### src/rtl/nibble_timer_ctrl.sv
// Programmable timer sequencing a cascaded pair of 4-bit nibble counters.
// Accepts limit/divisor/mode over valid/ready, pulses done at the terminal count.
module nibble_timer_ctrl #(
  parameter logic [7:0]  LIMIT_RST = 8'hFF,
  parameter int unsigned DIV_W     = 4
) (
  input  logic             clk,
  input  logic             rst,
  input  logic             cfg_valid,
  output logic             cfg_ready,
  input  logic [7:0]       cfg_limit,
  input  logic [DIV_W-1:0] cfg_div,
  input  logic             cfg_mode,
  input  logic             start,
  input  logic             stop,
  output logic [3:0]       count1,
  output logic [3:0]       count2,
  output logic [7:0]       out,
  output logic             busy,
  output logic             done,
  output logic [7:0]       wrap_cnt
);

  typedef enum logic {IDLE = 1'b0, RUN = 1'b1} state_e;

  state_e             state_q, state_d;
  logic [7:0]         limit_q, limit_d;
  logic [DIV_W-1:0]   div_q, div_d;
  logic               mode_q, mode_d;
  logic [DIV_W-1:0]   pre_q, pre_d;
  logic [3:0]         count1_q, count1_d;
  logic [3:0]         count2_q, count2_d;
  logic [7:0]         out_q, out_d;
  logic               busy_q, busy_d;
  logic               done_q, done_d;
  logic [7:0]         wrap_q, wrap_d;
  logic               cfg_ready_q, cfg_ready_d;
  logic               tick_c, term_c;

  assign tick_c = (pre_q == div_q);
  assign term_c = tick_c && ({count2_q, count1_q} == limit_q);

  // State register
  always_ff @(posedge clk) begin
    if (rst) state_q <= IDLE;
    else     state_q <= state_d;
  end

  // Next-state logic: stop beats any coincident terminal tick
  always_comb begin
    state_d = state_q;
    case (state_q)
      IDLE: if (start) state_d = RUN;
      RUN: begin
        if (stop)                 state_d = IDLE;
        else if (term_c && !mode_q) state_d = IDLE;
      end
      default: state_d = IDLE;
    endcase
  end

  // Datapath and output next values
  always_comb begin
    limit_d  = limit_q;
    div_d    = div_q;
    mode_d   = mode_q;
    pre_d    = pre_q;
    count1_d = count1_q;
    count2_d = count2_q;
    wrap_d   = wrap_q;
    done_d   = 1'b0;
    case (state_q)
      IDLE: begin
        if (cfg_valid) begin
          limit_d = cfg_limit;
          div_d   = cfg_div;
          mode_d  = cfg_mode;
        end
        if (start) begin
          pre_d    = '0;
          count1_d = 4'd0;
          count2_d = 4'd0;
          wrap_d   = 8'd0;
        end
      end
      RUN: begin
        if (!stop) begin
          if (tick_c) begin
            pre_d = '0;
            if (term_c) begin
              count1_d = 4'd0;
              count2_d = 4'd0;
              done_d   = 1'b1;
              wrap_d   = wrap_q + 8'd1;
            end else if (count1_q != 4'hF) begin
              count1_d = count1_q + 4'd1;
            end else begin
              count1_d = 4'd0;
              count2_d = count2_q + 4'd1;
            end
          end else begin
            pre_d = pre_q + DIV_W'(1);
          end
        end
      end
      default: ;
    endcase
    out_d       = {count2_d, count1_d};
    busy_d      = (state_d == RUN);
    cfg_ready_d = (state_d == IDLE);
  end

  always_ff @(posedge clk) begin
    if (rst) begin
      limit_q     <= LIMIT_RST;
      div_q       <= '0;
      mode_q      <= 1'b0;
      pre_q       <= '0;
      count1_q    <= 4'd0;
      count2_q    <= 4'd0;
      out_q       <= 8'd0;
      busy_q      <= 1'b0;
      done_q      <= 1'b0;
      wrap_q      <= 8'd0;
      cfg_ready_q <= 1'b1;
    end else begin
      limit_q     <= limit_d;
      div_q       <= div_d;
      mode_q      <= mode_d;
      pre_q       <= pre_d;
      count1_q    <= count1_d;
      count2_q    <= count2_d;
      out_q       <= out_d;
      busy_q      <= busy_d;
      done_q      <= done_d;
      wrap_q      <= wrap_d;
      cfg_ready_q <= cfg_ready_d;
    end
  end

  assign count1    = count1_q;
  assign count2    = count2_q;
  assign out       = out_q;
  assign busy      = busy_q;
  assign done      = done_q;
  assign wrap_cnt  = wrap_q;
  assign cfg_ready = cfg_ready_q;

endmodule

### config.mk
export PLATFORM = sky130hd
export DESIGN_NAME = nibble_timer_ctrl
export DESIGN_NICKNAME = d
export VERILOG_FILES = /design/src/rtl/nibble_timer_ctrl.sv
export SDC_FILE = /design/constraint.sdc
export NUM_CORES = 1
export LEC_CHECK = 0
export CAP_MARGIN = 20
export CORE_MARGIN = 2
export CORE_UTILIZATION = 35
export CTS_BUF_LIST = sky130_fd_sc_hd__clkbuf_8 sky130_fd_sc_hd__clkbuf_16
export CTS_CLUSTER_SIZE = 20
export DETAILED_ROUTE_END_ITERATION = 12
export HOLD_SLACK_MARGIN = 0.05
export PLACE_DENSITY = 0.68
export SLEW_MARGIN = 30
export SYNTH_ARGS = -nofsm -noshare
export SYNTH_HDL_FRONTEND = slang
export SYNTH_SLANG_ARGS = --single-unit
### constraint.sdc
create_clock -name clk -period 1.7 [get_ports clk]
set_clock_uncertainty 0.05 [all_clocks]
set_input_delay 0.34 -clock clk [delete_from_list [all_inputs] [get_ports clk]]
set_output_delay 0.34 -clock clk [all_outputs]
set_load 0.05 [all_outputs]
==> impl_metrics.ini, run 1 <==
[sta]
setup-tns-final_ns = 0
period_needed_ns = 1.68
setup_violations = 0
drv_slew = 0
worst_pin_slew_ns = 0.430
maxSlewHeadroom_pct = 71.3
max_freq_mhz = 597
timing.final.crit_share_pct = 98.6
worst_slack_ns = 0.0240
hold_violations = 0

[grt]
grt_max_degree = 20
grt_first_pass_wirelength_um = 6940
grt_overflow_total = 0
grt_pass1_vias = 1569
top_usage_layer = met2
grtUsageMet1_pct = 20.3
use_met2_pct = 26.1
antenna_found_initial = 0
grt_use_total_pct = 16.0
use_met3_pct = 3.88

[floorplanning]
die_height_um = 75.2
die_area_um2 = 5660
io_pins = 45
floorplan.rows = 25
initial_core_util_pct = 36.9
core_area_um2 = 4820
die_w_um = 75.2

[yosys]
synth.avg_cell_area_um2 = 8.45
syn-cell-area_um2 = 1780
synth_edf_count = 0
ys_seq_area_share_pct = 40.6
synth_xor_area_share_pct = 7.40
synth_top_family_by_area = simple AND/OR/NAND/NOR gates
synth_compound_area_share_pct = 14.0
yosysWarnings = 0
synthSimpleGateAreaFrac_pct = 29.6
synthFlopType = dfxtp_1
postSynth.asyncResetShare_pct = 0
ys_seq_elements = 36
yosys.area_share.adder_pct = 2.82
syn-num-nets = 232
synthMuxAreaShare_pct = 0
ys_types = 38
syn-instance-count = 210

[place]
gp_congestion = 0.833
post-place-ws_ns = -0.322
placed_cells = 337
io_buffers = 44
hpwl_um = 3160

[cells_and_area]
fillers = 473
final_common_cell = buf_4
antenna-diode-count = 0
fin_nets = 300
drive_gt1_share_pct = 37.3
syn_to_final_growth_pct = 49.0
mostFrequentLayoutCells = 57 x buf_4, 39 x nand2_1, 22 x dfxtp_1, 17 x clkdlybuf4s50_1, 15 x a21oi_1
final_cells = 346

[critical_path]
critPathSlowestCell = or4_4
rr_endpoint = wrap_cnt[7]$_SDFFE_PP0P_
ff2ff_path_depth = 5
critPathTopFamily = simple AND/OR/NAND/NOR gates
reg2reg_slack_ns = 0.02
worstSetupStartpointType = register
critPathRequiredTime_ns = 1.89
arrival_ns = 1.86
worst_setup_path_end_kind = register
critPathMaxFanout = 4
worstReg2RegStart = count1[0]$_SDFFE_PP0P_
cpPeakStageDelay_ns = 0.49
crit_chain = xnor2_2 > and4_4 > nand4_4 > or4_4 > nand2_1
path_buf_inv = 0
path_class = register to register

[route]
drtAntennaViolNets = 0
avgRoutedWirePerCell_um = 12.5
drt_first_pass_iters = 4
drcViolationCount = 0
drtIter0Drc = 54
via_count = 1688
drt_wl_total_um = 4330
vias_per_cell = 4.88

[cts]
cts_tree = yes
cts-buffers-inserted = 5
hold_buffers = 0
clk_latency_ns = 0.29
clock_path_buffers = 2
root_buffer = clkbuf_8
htreeDepth = 2
path_clk_slew_ns = 0.07
cts.sinks = 36

[worst_hold_path]
hold_path.class = register to register
whs_path_depth = 2
hold_end = div_q[2]$_SDFFE_PP0P_
worstHoldStart = div_q[2]$_SDFFE_PP0P_

[power_and_ir_drop]
peakVddDrop_mv = 0.347
power.leakage_nw = 1.15
power.total_w = 0.00180
power.density_nw_per_um2 = 681

[run]
drv_cap = 0

[run_status]
outcome = finished clean
-- through the flow --
| step | instance area [um^2] | util (%) | hold slack (ns) |
|---|---|---|---|
| floorplan | 1810 | - | 0.386 |
| global placement | 2420 | 50.3 | 0.401 |
| detailed placement | 2420 | 50.3 | 0.408 |
| CTS | 2530 | 52.4 | 0.417 |
| global route | 2650 | 54.9 | 0.445 |
| finish | 2650 | 54.9 | 0.419 |
-- kinds of logic (layout without fill, tap and decap cells) --
group | Yosys count | count (layout)
AOI/OAI and AO/OA | 39 | 39
xor gates and xnor gates | 15 | 15
adders and majority gates | 4 | 4
buffers and inverters | 17 | 86
DFF | 36 | 36
and+or+nand+nor | 99 | 99
-- layout make-up --
cell class | instances | area, um^2 | area share [%]
multi-input cells | 157 | 1070 | 40.6
clock buffers | 6 | 82.6 | 3.12
repair buffers | 76 | 629 | 23.8
clock inverters | 2 | 7.51 | 0.284
flip-flops and latches | 36 | 761 | 28.7
inverters | 2 | 7.51 | 0.284
well taps | 67 | 83.8 | 3.17
-- layer usage --
layer	part of all wire (%)	wire (um)
met5	0	0
met4	1.8	79
met3	4.9	214
met2	47	2030
met1	46	2000
-- worst min-delay path, delay by kind of cell, from the launching register on --
family	cells	cell delay, ns
compound gates	1	0.05
flops	1	0.32
simple gates	1	0.05
-- timing repair --
item | 4_1_cts | 5_1_grt
gates resized for setup | 3 | 22
hold endpoints to repair | 0 | 0
pin swaps | 0 | 7
setup buffers | 0 | 1
endpoints found under the setup margin | 3 | 8
-- registers in the layout, summed over array words and instances, names as in the netlist --
name       cells
count1         3
busy           1
count2         4
mode_q         1
limit_q        8
wrap_cnt       8
out            1
pre_q          4
div_q          4
cfg_ready      1
done           1
-- cells in the mapped netlist (5+ instances only) --
library cell,instances,area [um^2]
nand2_1,40,150
dfxtp_1,36,721
a21oi_1,17,85.1
xnor2_1,13,114
nor2_1,12,45.0
buf_4,9,67.6
nand3b_1,9,67.6
nand3_1,6,30.0
nand4_1,6,37.5
o21ai_0,6,30.0
clkbuf_1,5,18.8
nand2b_1,5,31.3
nor2b_1,5,31.3
-- power by group --
part / switching (W) / internal, W / leakage, nW
clock network: 0.000302 / 0.000319 / 0.0538
logic: 0.000146 / 0.000150 / 0.794
registers: 0.0000278 / 0.000860 / 0.303
total: 0.000475 / 0.00133 / 1.15
-- worst max path at each step --
stage	from	endpoint	slack, ns	cells after the start
floorplan	count2[0]$_SDFFE_PP0P_	wrap_cnt[7]$_SDFFE_PP0P_	0.02	5
global placement	stop	wrap_cnt[6]$_SDFFE_PP0P_	-0.23	7
detailed placement	stop	wrap_cnt[6]$_SDFFE_PP0P_	-0.32	7
CTS	stop	wrap_cnt[6]$_SDFFE_PP0P_	0.02	7
global route	pre_q[1]$_SDFFE_PP0P_	wrap_cnt[7]$_SDFFE_PP0P_	-0.04	6
finish	count1[0]$_SDFFE_PP0P_	wrap_cnt[7]$_SDFFE_PP0P_	0.02	5
(Power assumes the default switching activity.)
==> run 2, diff against run 1 <==
--- a/config.mk
+++ b/config.mk
@@ -8,11 +8,10 @@
 export CAP_MARGIN = 20
 export CORE_MARGIN = 2
 export CORE_UTILIZATION = 35
-export CTS_BUF_LIST = sky130_fd_sc_hd__clkbuf_8 sky130_fd_sc_hd__clkbuf_16
+export CTS_BUF_LIST = sky130_fd_sc_hd__clkbuf_4
 export CTS_CLUSTER_SIZE = 20
 export DETAILED_ROUTE_END_ITERATION = 12
-export HOLD_SLACK_MARGIN = 0.05
-export PLACE_DENSITY = 0.68
+export PLACE_DENSITY = 0.65
 export SLEW_MARGIN = 30
 export SYNTH_ARGS = -nofsm -noshare
 export SYNTH_HDL_FRONTEND = slang
==> impl_metrics.ini, run 2 (synthesis results as in run 1) <==
[power_and_ir_drop]
switchingPower_w = 0.000470
power.total_w = 0.00163
pwr-share-clk_pct = 27.2
internal_power_w = 0.00116
p_sw_share_pct = 28.8
power.density_nw_per_um2 = 629
peakVddDrop_mv = 0.303
power.leakage_nw = 1.13
seq_power_share_pct = 54.3
comb_power_share_pct = 18.5

[place]
gp_congestion = 0.777
post-place-ws_ns = -0.258
placed_area_um2 = 2420
io_buffers = 44
hpwl_um = 3260

[critical_path]
critPathRequiredTime_ns = 1.93
worstSetupStartpointType = register
worst_setup_path_end_kind = register
path_class = register to register
arrival_ns = 1.91
critPathMaxFanout = 7

[grt]
grt_pass1_vias = 1473
top_usage_layer = met2
grt_max_degree = 18
grtUsageMet1_pct = 20.2
grt_first_pass_wirelength_um = 6710
antenna_found_initial = 0
grt_use_total_pct = 16.0
use_met3_pct = 4.95
grt_overflow_total = 0
use_met2_pct = 25.5

[cells_and_area]
syn_to_final_growth_pct = 46.2
postLayoutCellArea_um2 = 2600
fin_nets = 303
final_common_cell = buf_4
drive_gt1_share_pct = 36.5
antenna-diode-count = 0
mostFrequentLayoutCells = 61 x buf_4, 39 x nand2_1, 23 x dfxtp_1, 17 x clkdlybuf4s50_1, 16 x a21oi_1

[floorplanning]
initial_core_util_pct = 36.9
core_area_um2 = 4820
die_height_um = 75.2
die_w_um = 75.2
floorplan.rows = 25
die_area_um2 = 5660
io_pins = 45

[cts]
cts.sinks = 36
path_clk_slew_ns = 0.11
cts_tree = yes
htreeDepth = 2
cts-buffers-inserted = 5
root_buffer = clkbuf_4
hold_buffers = 0
clock_path_buffers = 2
clk_latency_ns = 0.35

[sta]
timing.final.crit_share_pct = 98.8
rsz0062_at_grt = yes
max_freq_mhz = 595
worst_slack_ns = 0.0202
whs_ns = 0.408
hold_violations = 0
maxSlewHeadroom_pct = 71.8
drv_slew = 0
worst_pin_slew_ns = 0.422
period_needed_ns = 1.68
setup_violations = 0

[route]
drt_wl_total_um = 4400
via_count = 1694
drtAntennaViolNets = 0
avgRoutedWirePerCell_um = 12.6
drcViolationCount = 0
vias_per_cell = 4.85
drt_first_pass_iters = 4
drtIter0Drc = 87

[run]
drv_cap = 0

[run_status]
outcome = finished clean

[worst_hold_path]
hold_path.class = register to register
[run 2: cell types whose count changed in the layout (fill, tap and decap cells not counted), sizes merged]
cell	previous run	this run
clkinv	0	3
inv	4	2
buf	59	62
clkbuf	6	5
[run 2: area by class of cell]
| class | count | area [um^2] |
|---|---|---|
| fillers | 471 | 2220 |
| flip-flops and latches | 36 | 759 |
| inverters | 2 | 7.51 |
| clock buffers | 5 | 37.5 |
| well taps | 67 | 83.8 |
| repair buffers | 79 | 648 |
| clock inverters | 3 | 13.8 |
| multi-input cells | 157 | 1050 |
[run 2: critical path, stage by stage (launching register included)]
cell and delay [ns]:
dfxtp_1 0.35, xnor2_1 0.22, and4_4 0.34, a31oi_4 0.13, or3_1 0.37, a21oi_1 0.15
[run 2: repair_timing]
item | in CTS | in global routing
setup endpoints to repair | 7 | 10
gates resized for setup | 4 | 14
setup buffers | 0 | 4
pin swaps | 1 | 3
[run 2: final timing paths]
check	startpoint	to	slack (ns)	cells after the start
worst max-delay path	pre_q[3]$_SDFFE_PP0P_	wrap_cnt[2]$_SDFFE_PP0P_	0.02	5
worst min-delay path	mode_q$_SDFFE_PP0P_	mode_q$_SDFFE_PP0P_	0.41	2
worst max register to register	pre_q[3]$_SDFFE_PP0P_	wrap_cnt[2]$_SDFFE_PP0P_	0.02	5
worst min register to register	mode_q$_SDFFE_PP0P_	mode_q$_SDFFE_PP0P_	0.41	2
[run 2: metrics by stage]
step	utilization, %	cells	TNS [ns]
CTS	51.6	345	0
global route	53.9	349	-0.587
finish	53.9	349	0
floorplan	-	210	0
detailed placement	50.3	337	-2.92
global placement	50.3	337	-2.98
[run 2: metal layers]
layer / up-vias / share of wire, %
met1: 776 / 46
met4: 0 / 1.3
met2: 39 / 48
met5: - / 0
li1: 874 / -
met3: 5 / 4.6
[run 2: power by group through the flow]
stage	sequential, W	combinational (W)	clock (W)
2_1_floorplan	0.000912	0.000135	0
3_3_place_gp	0.000899	0.000260	0
4_1_cts	0.000881	0.000271	0.000463
6_report	0.000886	0.000302	0.000444
5_1_grt	0.000889	0.000328	0.000499
3_5_place_dp	0.000900	0.000264	0
